[src/rtl/key_conditioner.sv]
// Key front end: synchronise, debounce and edge-detect active-low buttons
// into a debounced level plus one-cycle press/release/long-press strobes.
module key_conditioner #(
  parameter int NUM_KEYS          = 3,
  parameter int DEBOUNCE_CYCLES   = 1000000,
  parameter int LONG_PRESS_CYCLES = 50000000
) (
  input  logic                clk,
  input  logic                rst_n,
  input  logic [NUM_KEYS-1:0] key_n,
  output logic [NUM_KEYS-1:0] key_level,
  output logic [NUM_KEYS-1:0] press_pulse,
  output logic [NUM_KEYS-1:0] release_pulse,
  output logic [NUM_KEYS-1:0] long_pulse
);

  localparam int MAX_CYC =
    (DEBOUNCE_CYCLES > LONG_PRESS_CYCLES) ?
    DEBOUNCE_CYCLES : LONG_PRESS_CYCLES;
  localparam int CW = $clog2(MAX_CYC + 1);
  localparam logic [CW-1:0] DB_LAST =
    CW'(DEBOUNCE_CYCLES - 1);
  localparam logic [CW-1:0] LP_LAST =
    CW'((LONG_PRESS_CYCLES > 0) ? LONG_PRESS_CYCLES - 1 : 0);
  localparam bit LP_EN = (LONG_PRESS_CYCLES != 0);

  typedef enum logic [1:0] {
    IDLE,
    DB_PRESS,
    HELD,
    DB_RELEASE
  } state_t;

  for (genvar i = 0; i < NUM_KEYS; i++) begin : g_key
    logic [1:0]    sync;
    logic          s;
    state_t        state, state_nx;
    logic [CW-1:0] cnt, cnt_nx;
    logic          flag, flag_nx;
    logic          lvl, lvl_nx;
    logic          prs, prs_nx;
    logic          rel, rel_nx;
    logic          lng, lng_nx;

    always_ff @(posedge clk or negedge rst_n) begin
      if (!rst_n) begin
        sync <= 2'b11;
      end else begin
        sync <= {sync[0], key_n[i]};
      end
    end

    assign s = ~sync[1];

    always_ff @(posedge clk or negedge rst_n) begin
      if (!rst_n) begin
        state <= IDLE;
        cnt   <= '0;
        flag  <= 1'b0;
        lvl   <= 1'b0;
        prs   <= 1'b0;
        rel   <= 1'b0;
        lng   <= 1'b0;
      end else begin
        state <= state_nx;
        cnt   <= cnt_nx;
        flag  <= flag_nx;
        lvl   <= lvl_nx;
        prs   <= prs_nx;
        rel   <= rel_nx;
        lng   <= lng_nx;
      end
    end

    always_comb begin
      state_nx = state;
      cnt_nx   = cnt;
      flag_nx  = flag;
      lvl_nx   = lvl;
      prs_nx   = 1'b0;
      rel_nx   = 1'b0;
      lng_nx   = 1'b0;
      unique case (state)
        IDLE: begin
          if (s) begin
            state_nx = DB_PRESS;
            cnt_nx   = CW'(1);
          end
        end
        DB_PRESS: begin
          if (!s) begin
            state_nx = IDLE;
            cnt_nx   = '0;
          end else if (cnt == DB_LAST) begin
            state_nx = HELD;
            cnt_nx   = '0;
            flag_nx  = 1'b0;
            lvl_nx   = 1'b1;
            prs_nx   = 1'b1;
          end else begin
            cnt_nx = cnt + 1'b1;
          end
        end
        HELD: begin
          if (!s) begin
            state_nx = DB_RELEASE;
            cnt_nx   = CW'(1);
          end else if (LP_EN && !flag) begin
            // counter parks at the terminal value once long fires
            if (cnt == LP_LAST) begin
              lng_nx  = 1'b1;
              flag_nx = 1'b1;
            end else begin
              cnt_nx = cnt + 1'b1;
            end
          end
        end
        DB_RELEASE: begin
          if (s) begin
            state_nx = HELD;
            cnt_nx   = '0;
          end else if (cnt == DB_LAST) begin
            state_nx = IDLE;
            cnt_nx   = '0;
            lvl_nx   = 1'b0;
            rel_nx   = 1'b1;
          end else begin
            cnt_nx = cnt + 1'b1;
          end
        end
        default: begin
          state_nx = IDLE;
          cnt_nx   = '0;
        end
      endcase
    end

    assign key_level[i]     = lvl;
    assign press_pulse[i]   = prs;
    assign release_pulse[i] = rel;
    assign long_pulse[i]    = lng;
  end

endmodule

[config.mk]
export PLATFORM = sky130hd
export DESIGN_NAME = key_conditioner
export DESIGN_NICKNAME = d
export VERILOG_FILES = /design/src/rtl/key_conditioner.sv
export SDC_FILE = /design/constraint.sdc
export NUM_CORES = 1
export LEC_CHECK = 0
export ABC_CLOCK_PERIOD_IN_PS = 4770
export BUFFER_PORTS_ARGS = -buffer_cell sky130_fd_sc_hd__buf_4
export CORE_MARGIN = 2
export CORE_UTILIZATION = 32
export CTS_CLUSTER_DIAMETER = 200
export CTS_CLUSTER_SIZE = 10
export DETAILED_ROUTE_END_ITERATION = 12
export SLEW_MARGIN = 20
export SYNTH_ARGS = -nofsm -noshare
export SYNTH_HDL_FRONTEND = slang
export SYNTH_SLANG_ARGS = --single-unit
[constraint.sdc]
create_clock -name clk -period 4.77 [get_ports clk]
set_input_delay 0.477 -clock clk [delete_from_list [all_inputs] [get_ports clk]]
set_output_delay 0.477 -clock clk [all_outputs]
set_load 0.01 [all_outputs]
# Word level (Yosys, flattened, before mapping)

Index checks and enable logic that the tools add are counted.

Bits in registers: 105
Input bits: 5
Word-level logic and storage cells: 195

Add/sub/neg operators: 3
Equal/unequal tests: 48
Multiplexer cells: 99
Reduce and logical (&&, ||, !) cells: 21

Operator list:

| operator                                                          | count |
|---|---|
| 26-bit two-way mux                                                | 21 |
| 26-bit case mux with 4 select lines                               | 3 |
| 26-bit by 1-bit adder with 26-bit output, second input constant   | 3 |
| 26-bit by 20-bit == test with 1-bit output, second input constant | 3 |
| 26-bit == test, second input constant                             | 3 |
| 1-bit two-way mux                                                 | 48 |
| 2-bit != test, second input constant                              | 21 |
| 2-bit two-way mux                                                 | 18 |
| 3-bit != test, second input constant                              | 12 |
| 2-bit case mux with 4 select lines                                | 3 |
| 4-bit AND reduction                                               | 6 |
| 5-bit AND reduction                                               | 3 |
| 2-bit == test, second input constant                              | 6 |
| 1-bit case mux with 2 select lines                                | 6 |
| 2-bit nonzero test                                                | 6 |
| 3-bit AND reduction                                               | 3 |
| 2-bit by 1-bit == test with 1-bit output, second input constant   | 3 |
| 2-bit logical NOT                                                 | 3 |

# Depth between registers and ports, before layout

Gate-level depths: netlist of run 1.

Word-level depth: 5
Gate-level depth with buffers: 8
Gate-level depth less buffers: 7

# Worst setup path after synthesis of run 1

OpenSTA, ideal clock, no wires.

Kind: register to register
Start point: register g_key[1].cnt[11]
End point: register g_key[1].cnt[19]
Arrival: 2090 ps
Required time: 4645 ps
Path slack: 2556 ps
Cell stages (with the launch flop): 8
Path buffers: 1
Cell sequence: dfrtp_1 or4_4 nor4_1 a21boi_1 or2_0 clkbuf_1 nand3_1 mux2_2

Cells in the longest elaborated chain, start to end: 5
Elaborated cells on any way between the ends: 12
Classes of those cells: add/sub (1); eq/ne (3); mux (7); reduce/logical (1)

RTL lines:

| what                                     | line          | text |
|---|---|---|
| from (decl)                              | 38            | `logic [CW-1:0] cnt, cnt_nx;` |
| from (signal assigned)                   | 66            | `cnt <= cnt_nx;` |
| 26-bit by 1-bit adder with 26-bit output | 101, 114, 128 |  |
| 26-bit two-way mux                       | 110           | `if (cnt == LP_LAST) begin` |
| 26-bit two-way mux                       | 108           | `end else if (LP_EN && !flag) begin` |
| 26-bit two-way mux                       | 105           | `if (!s) begin` |
| 26-bit case mux with 4 select lines      | 83            | `unique case (state)` |

Parallel ways exist; a longest one is shown, timed or not. The select of a mux whose other input is x is not followed.
A chain may end at the register's enable or synchronous reset.

# Final worst setup path of run 1

Start point: register g_key[2].cnt[0]
End point: register g_key[2].cnt[19]

Cells in the longest elaborated chain, start to end: 5
Elaborated cells on any way between the ends: 12
Classes of those cells: add/sub (1); eq/ne (3); mux (7); reduce/logical (1)

RTL lines:

| what                                     | line |
|---|---|
| from (decl)                              | 38 |
| from (signal assigned)                   | 66 |
| 26-bit by 1-bit adder with 26-bit output | 101, 114, 128 |
| 26-bit two-way mux                       | 110 |
| 26-bit two-way mux                       | 108 |
| 26-bit two-way mux                       | 105 |
| 26-bit case mux with 4 select lines      | 83 |

Parallel ways exist; a longest one is shown, timed or not. The select of a mux whose other input is x is not followed.

==> results of run 1 <==
## path summary, 6_finish.rpt
kind / to / slack [ns] / cells past startpoint
worst max-delay path: g_key[2].cnt[19]$_DFFE_PN0P_ / 2.09 / 7
worst min-delay path: g_key[0].sync[0]$_DFF_PN1_ / 0.22 / 1
worst max register to register: g_key[2].cnt[19]$_DFFE_PN0P_ / 2.09 / 7
worst min register to register: g_key[2].sync[1]$_DFF_PN1_ / 0.36 / 0
max in group asynchronous: g_key[0].sync[1]$_DFF_PN1_ / 3.50 / 2
min in group asynchronous: g_key[2].cnt[22]$_DFFE_PN0P_ / 0.23 / 1
## registers in the layout, indices dropped and copies added, names as in the netlist, named ones only
register / cells
g_key.prs: 3
g_key.lvl: 3
g_key.sync: 6
g_key.cnt: 78
g_key.state: 3
g_key.lng: 3
g_key.rel: 3
g_key.flag: 3
## cells in the mapped netlist, types with 16 or more instances
cell	number	area [sq um]
dfrtp_1	99	2477
nand2_1	58	217.7
xnor2_1	23	201.4
nand3_1	31	155.2
o21ai_0	38	190.2
nand4_1	31	193.9
nor2_1	78	292.8
nor2b_1	18	112.6
and3_1	18	112.6
inv_1	16	60.06
clkbuf_1	17	63.81
a21oi_1	33	165.2
## final cells by class
class                   count  area (sq um)
clock buffers              12         266.5
clock inverters             4         33.78
fillers                  1919         12090
inverters                  16         60.06
multi-input cells         530          3236
flip-flops and latches    105          2635
well taps                 234         292.8
repair buffers             20         150.1
## critical path: stages (launching register included)
cell	delay, ns
dfrtp_1	0.45
ha_1	0.27
and4_1	0.26
nand4_1	0.14
o21ai_2	0.21
a211oi_1	0.86
a31oi_1	0.18
o21a_1	0.21
## cells by family (layout without fill, tap and decap cells)
family	count (synthesis)	count (layout)	synth area share, %
simple gates	340	340	30.46
compound gates	150	150	16.24
flops	105	105	42.91
buf+inv	54	52	4.401
xor+xnor	33	33	4.706
mux	4	4	0.6724
fa+ha+maj	3	3	0.6113
## through the flow
step	worst slack, ns	power (mW)	util [%]	cells
finish	2.094	1.763	35.56	921
global route	1.743	1.849	35.56	921
CTS	2.069	1.796	35.56	921
detailed placement	2.086	1.042	33.96	905
global placement	2.196	1.040	33.96	905
floorplan	2.556	0.9997	-	689
## report_power, final
group	internal [mW]	switching, mW
Clock	0.401	0.340
Combinational	0.0299	0.0710
Sequential	0.903	0.0187
## routing by layer
layer | vias up | global-route usage, % | routed length [um]
li1 | 2501 | - | -
met1 | 2474 | 19.19 | 6649
met2 | 74 | 22.98 | 6384
met3 | 14 | 2.894 | 473
met4 | 0 | 5.576 | 212
met5 | - | 0 | 0
==> flow_summary.json, run 1 <==
{
  "numCtsBuffers": 9,
  "power_density_nw_per_um2": 264.2,
  "grt_pass1_vias": 4839,
  "wl_per_cell_um": 14.90,
  "async_flop_share_pct": 100.0,
  "cts_setup_buffers": 0,
  "min_path_type": "input pin to flop",
  "drt_iter0_markers": 401,
  "synthFlopType": "dfrtp_1",
  "required_ns": 5.02,
  "die_h_um": 142.5,
  "n_antenna_cell": 0,
  "rsz0062_at_grt": "false",
  "coreArea_sq_um": 18770,
  "synth_cells": 689,
  "period_needed_ns": 2.676,
  "cp-end-kind": "flop",
  "final_common_cell": "dfrtp_1",
  "placed_area_sq_um": 6374,
  "antenna_found_initial": 0,
  "relSlewSlack_pct": 36.61,
  "synth_warnings": 0,
  "hold_buffers": 0,
  "setup_viol": 0,
  "rows": 50,
  "track_usage_pct": 14.38,
  "cts_buffer_depth": 2,
  "area_delta_synth_final_pct": 8.680,
  "slew_violations": 0,
  "synth_cell_types": 72,
  "grt_max_degree": 72,
  "setup-tns-final_ns": 0,
  "gp_congestion": 0.8337,
  "cap_violations": 0,
  "synthesis.area_sq_um": 6141,
  "startpoint_type": "flop",
  "clk_latency_ns": 0.35,
  "outcome": "finished clean",
  "io_pins": 17,
  "ys_ff_latch": 105,
  "hold_start": "key_n[0]",
  "synth_edf_count": 0,
  "cts.sinks": 105,
  "vias": 5063,
  "arrival_ns": 2.93,
  "overflow": 0,
  "port-buffer-count": 16,
  "r2r-start": "g_key[2].cnt[0]$_DFFE_PN0P_",
  "post-route-period-util_pct": 56.10,
  "ant_nets": 0,
  "path_class": "flop to flop",
  "htree_levels": 3,
  "drive_gt1_share_pct": 9.607,
  "dieArea_sq_um": 20310,
  "skew_ns": 0.01553,
  "layout_common_cells": "99 x dfrtp_1, 78 x nor2_1, 58 x nand2_1, 37 x o21ai_0, 33 x a21oi_1",
  "vdd_ir_drop_max_mv": 0.1573,
  "critPathLaunch": "g_key[2].cnt[0]$_DFFE_PN0P_",
  "clk_pin_slew_ns": 0.08,
  "firstDrtPassIters": 4,
  "final_nets": 690,
  "hpwl_mm": 9.461,
  "fmax_mhz": 373.7,
  "ctsRootBufferMaster": "clkbuf_16",
  "routed_wl_mm": 13.72,
  "cts_tree": "yes",
  "post-route-drc-count": 0,
  "worst_hold_slack_ns": 0.2220,
  "stdcell_area_sq_um": 6674,
  "crit_fanout": 16,
  "ctsResizeCount": 0,
  "tightest_slew_ns": 0.9451,
  "avgSynthCellArea_sq_um": 8.913,
  "die_w_um": 142.5,
  "grt_first_pass_wirelength_mm": 23.81,
  "p_leak_nw": 2.603,
  "hold_viol_final": 0,
  "initial_utilization_pct": 32.72,
  "synth_nets": 697,
  "viasPerCell": 5.497,
  "synth_seq_area_share_pct": 42.91
}
Note: power is estimated with default switching activity, not from simulation.
==> inputs of run 2 (changes only) <==
Settings changed: ABC_CLOCK_PERIOD_IN_PS 4770 to 2800.
Clock period 4.77 ns to 2.8 ns, I/O delays scaled along.
==> run 2 against run 1 <==
Final area rose by 2.4%. Count of clock-buffer cells in the layout decreased by 1. Sequential power grew 70%. Non-clock buffer count up 18. Critical path type unchanged. Highest routed layer unchanged.
==> flow_summary.json, run 2 (same netlist as run 1, synthesis figures left out) <==
{
  "outcome": "finished clean",
  "slew_violations": 0,
  "post-route-drc-count": 0,
  "ctsRootBufferMaster": "clkbuf_16",
  "cp.buffers_inverters": 0,
  "antenna_found_initial": 0,
  "tightest_slew_ns": 0.9087,
  "path_class": "flop to flop",
  "startpoint_type": "flop",
  "numCtsBuffers": 9,
  "max_flop_register": "g_key.cnt",
  "skew_ns": 0.01052,
  "fill_cells": 1912,
  "layout_setup_ws_ns": 0.2132,
  "firstDrtPassIters": 5,
  "area_delta_synth_final_pct": 11.25,
  "cts_buffer_depth": 2,
  "p_leak_nw": 2.711,
  "power.total_mw": 3.139,
  "critPathMaxStageDelay_ns": 0.81,
  "ctsResizeCount": 0,
  "rows": 50,
  "cp_slowest_cell": "a211oi_1",
  "layout_common_cells": "99 x dfrtp_1, 78 x nor2_1, 58 x nand2_1, 37 x o21ai_0, 37 x buf_4",
  "critical-path-top-delay-family": "compound AO/OA/AOI/OAI gates",
  "initial_utilization_pct": 32.72,
  "cts.sinks": 105,
  "multiInputGateArea_sq_um": 3236,
  "rsz0062_at_grt": "false",
  "grt_max_degree": 53,
  "htree_levels": 3,
  "drt_iter0_markers": 395,
  "cts_tree": "yes",
  "clk_pin_slew_ns": 0.08,
  "grt_pass1_vias": 4925,
  "gr-max-usage-layer": "met2",
  "pre_cts_ws_ns": 0.2690,
  "largest_reg_flops": 78,
  "die_h_um": 142.5,
  "post-route-period-util_pct": 92.38,
  "stdcell_area_sq_um": 6832,
  "ant_nets": 0,
  "vdd_ir_drop_max_mv": 0.3809,
  "hold_viol_final": 0,
  "hpwl_mm": 10.15,
  "reg_top3": "g_key.cnt: 78 flops, g_key.sync: 6 flops",
  "final_nets": 708,
  "final_core_util_pct": 36.40,
  "port-buffer-count": 16,
  "arrival_ns": 2.85,
  "fmax_mhz": 386.6,
  "globalRouteMet3Util_pct": 3.096,
  "required_ns": 3.06,
  "routed_wl_mm": 14.25,
  "cp-end-kind": "flop",
  "io_pins": 17,
  "setup_viol": 0,
  "die_w_um": 142.5,
  "cap_violations": 0,
  "placed_area_sq_um": 6501,
  "use_met2_pct": 23.10,
  "min_path_type": "input pin to flop",
  "n_antenna_cell": 0,
  "cts_setup_buffers": 0,
  "wl_per_cell_um": 15.18,
  "setup-tns-final_ns": 0,
  "period_needed_ns": 2.587,
  "coreArea_sq_um": 18770,
  "final_cells": 939,
  "worst_hold_slack_ns": 0.02055,
  "cp_cell_sequence": "ha_1 -> and4_1 -> nand4_1 -> o21ai_2 -> a211oi_1 -> a31oi_1 -> o21a_1",
  "crit_fanout": 10,
  "overflow": 0,
  "dp_cells": 922,
  "track_usage_pct": 14.63,
  "relSlewSlack_pct": 39.05,
  "clk_latency_ns": 0.36,
  "grt_first_pass_wirelength_mm": 24.18,
  "viasPerCell": 5.483,
  "seqCellArea_sq_um": 2635,
  "power_density_nw_per_um2": 459.5,
  "gp_congestion": 0.9031,
  "final_common_cell": "dfrtp_1",
  "vias": 5149,
  "drive_gt1_share_pct": 11.77,
  "grtUsageMet1_pct": 19.60,
  "dieArea_sq_um": 20310
}
-- run 2: cell count changes in the layout (fill, tap and decap cells not counted) --
cell | before | now
buf_4 | 20 | 37
clkinvlp_4 | 3 | 0
inv_6 | 0 | 3
clkbuf_8 | 3 | 2
dlygate4sd3_1 | 0 | 1
bufinv_16 | 0 | 1
-- run 2: worst paths after layout --
check                                                     to  depth (start not counted)  slack [ns]                        start
worst max-delay path            g_key[2].cnt[19]$_DFFE_PN0P_                          7        0.21  g_key[2].cnt[0]$_DFFE_PN0P_
worst min-delay path              g_key[0].sync[0]$_DFF_PN1_                          1        0.02                     key_n[0]
worst max register to register  g_key[2].cnt[19]$_DFFE_PN0P_                          7        0.21  g_key[2].cnt[0]$_DFFE_PN0P_
worst min register to register    g_key[0].sync[1]$_DFF_PN1_                          0        0.36   g_key[0].sync[0]$_DFF_PN1_
max in group asynchronous         g_key[0].sync[0]$_DFF_PN1_                          3        1.52                        rst_n
min in group asynchronous          g_key[2].flag$_DFFE_PN0P_                          2        0.49                        rst_n
-- run 2: power by group --
group          switching, mW  internal, mW
clock                  0.621         0.760
combinational          0.127        0.0639
sequential            0.0294          1.54
total                  0.777          2.36
-- run 2: cell type report --
cell class	count	share of cell area (%)
Clock buffer	11	3.700
Clock inverter	5	0.9890
Inverter	16	0.8791
Multi-Input combinational cell	530	47.36
Sequential cell	105	38.57
Tap cell	234	4.286
Timing Repair Buffer	38	4.212
-- run 2: repair_timing --
action                     in CTS  in global routing
hold buffers                    1                  0
hold endpoints to repair       37                  0
setup endpoints to repair       0                  0
-- run 2: layer usage --
| layer | part of all wire (%) | vias to the layer above | wire length (um) |
|---|---|---|---|
| met4 | 2.2 | 0 | 308 |
| met5 | 0 | - | 0 |
| met2 | 45 | 140 | 6457 |
| met1 | 48 | 2445 | 6808 |
| met3 | 4.8 | 24 | 679 |
| li1 | - | 2540 | - |
==> inputs of run 3 (changes only) <==
Settings changed: BUFFER_PORTS_ARGS -buffer_cell sky130_fd_sc_hd__buf_4 to not set, DONT_BUFFER_PORTS set to 1.
==> run 3 against run 2 <==
Global-route usage up 0.11 points. Utilization decreased by 0.61 points. Setup slack gained 0.089 ns. Final cell count decreased by 1.9%. First-iteration DRC count decreased by 28%. Routed wire length fell by 1.5%. Sequential power is essentially flat. Combinational power about the same. Clock power barely moved. Total power decreased by 1.1%. Register-to-register slack gained 0.09 ns. Count of clock-buffer cells in the layout decreased by 2. Critical path type unchanged. Largest cell class unchanged.
==> flow_summary.json, run 3 (same netlist as run 1, synthesis figures left out) <==
{
  "tightest_slew_ns": 0.7891,
  "vias": 5047,
  "drt_iter0_markers": 285,
  "io_pins": 17,
  "post-route-drc-count": 0,
  "ant_nets": 0,
  "power_density_nw_per_um2": 462.1,
  "final_nets": 690,
  "area_delta_synth_final_pct": 9.393,
  "reg2reg_slack_ns": 0.30,
  "viasPerCell": 5.480,
  "n_antenna_cell": 0,
  "grt_first_pass_wirelength_mm": 24.30,
  "rsz0062_at_grt": "false",
  "cp.buffers_inverters": 1,
  "antenna_found_initial": 0,
  "outcome": "finished clean",
  "clk_latency_ns": 0.37,
  "grt_max_degree": 106,
  "setup-tns-final_ns": 0,
  "grt_pass1_vias": 4907,
  "placed_area_sq_um": 6336,
  "stdcell_area_sq_um": 6718,
  "routed_wl_mm": 14.04,
  "gp_congestion": 0.9013,
  "relSlewSlack_pct": 47.20,
  "power.total_mw": 3.104,
  "reg_top3": "g_key.cnt: 78 flops, g_key.sync: 6 flops",
  "die_h_um": 142.5,
  "period_needed_ns": 2.498,
  "min_path_type": "flop to flop",
  "cp_slowest_cell": "dfrtp_1",
  "ctsRootBufferMaster": "clkbuf_16",
  "drive_gt1_share_pct": 9.025,
  "cap_violations": 0,
  "dieArea_sq_um": 20310,
  "firstDrtPassIters": 5,
  "setup_viol": 0,
  "track_usage_pct": 14.74,
  "dp_cells": 900,
  "numCtsBuffers": 9,
  "hold_viol_final": 0,
  "cts_tree": "yes",
  "post-route-period-util_pct": 89.20,
  "startpoint_type": "flop",
  "port-buffer-count": 0,
  "clk_pin_slew_ns": 0.08,
  "critPathMaxStageDelay_ns": 0.49,
  "final_core_util_pct": 35.79,
  "max_flop_register": "g_key.cnt",
  "crit_fanout": 10,
  "fmax_mhz": 400.4,
  "final_cells": 921,
  "required_ns": 3.11,
  "coreArea_sq_um": 18770,
  "final_common_cell": "dfrtp_1",
  "initial_utilization_pct": 32.72,
  "critical-path-top-delay-family": "compound AO/OA/AOI/OAI gates",
  "rows": 50,
  "path_class": "flop to flop",
  "cp_cell_sequence": "ha_1 -> and4_1 -> nand4_1 -> o21ai_2 -> buf_4 -> a21oi_1 -> a211oi_1 -> a31o_2",
  "skew_ns": 0.01714,
  "vdd_ir_drop_max_mv": 0.2434,
  "htree_levels": 3,
  "die_w_um": 142.5,
  "arrival_ns": 2.81,
  "overflow": 0,
  "layout_common_cells": "99 x dfrtp_1, 78 x nor2_1, 58 x nand2_1, 37 x o21ai_0, 33 x a21oi_1",
  "slew_violations": 0,
  "wl_per_cell_um": 15.25,
  "cts.sinks": 105,
  "cts_buffer_depth": 2,
  "cp-end-kind": "flop",
  "p_leak_nw": 2.617,
  "largest_reg_flops": 78,
  "hpwl_mm": 9.622
}
[run 3: worst register-to-register path, stage by stage, from the launching register on]
cell	delay [ns]
dfrtp_1	0.49
ha_1	0.25
and4_1	0.30
nand4_1	0.19
o21ai_2	0.46
buf_4	0.25
a21oi_1	0.13
a211oi_1	0.25
a31o_2	0.13
[run 3: final cells by class]
cell class	count	area (sq um)
Multi-Input combinational cell	530	3236
Clock inverter	7	88.84
Inverter	16	60.06
Clock buffer	9	225.2
Sequential cell	105	2635
Tap cell	234	292.8
Timing Repair Buffer	20	180.2
Fill cell	1913	12050
[run 3: final timing paths]
kind,end,start,depth (start not counted)
max in group asynchronous,g_key[1].cnt[12]$_DFFE_PN0P_,rst_n,2
hold reg to reg,g_key[2].sync[1]$_DFF_PN1_,g_key[2].sync[0]$_DFF_PN1_,0
hold / removal,g_key[2].sync[1]$_DFF_PN1_,g_key[2].sync[0]$_DFF_PN1_,0
setup reg to reg,g_key[2].cnt[11]$_DFFE_PN0P_,g_key[2].cnt[0]$_DFFE_PN0P_,8
min in group asynchronous,g_key[2].cnt[7]$_DFFE_PN0P_,rst_n,2
setup / recovery,g_key[2].cnt[11]$_DFFE_PN0P_,g_key[2].cnt[0]$_DFFE_PN0P_,8
[run 3: metrics by stage]
stage / setup WS, ns / hold WS [ns]
finish: 0.3023 / 0.3586
global route: 0.1186 / 0.3613
CTS: 0.3390 / 0.3586
detailed placement: 0.3717 / -0.01253
global placement: 0.3760 / -0.01174
floorplan: 0.5858 / -0.01559
[run 3: repair_timing]
| action | CTS | global route |
|---|---|---|
| resized for setup | 0 | 0 |
| hold buffers | 5 | 0 |
| setup buffers | 0 | 0 |
| hold endpoints to repair | 108 | 0 |
[run 3: per-layer routing]
metal	share of wire (%)	wire, um	global-route usage, %	up-vias
met2	45	6379	23.58	83
met3	3.1	441	2.894	17
met5	0	0	0	-
met1	50	7009	19.94	2454
met4	1.5	212	5.055	0
li1	-	-	-	2493
[run 3: where the power goes]
| part | switching, mW | internal (mW) | total, mW | leakage (nW) |
|---|---|---|---|---|
| combinational | 0.127 | 0.0632 | 0.191 | 1.03 |
| clock | 0.633 | 0.713 | 1.35 | 0.155 |
| sequential | 0.0297 | 1.54 | 1.57 | 1.43 |
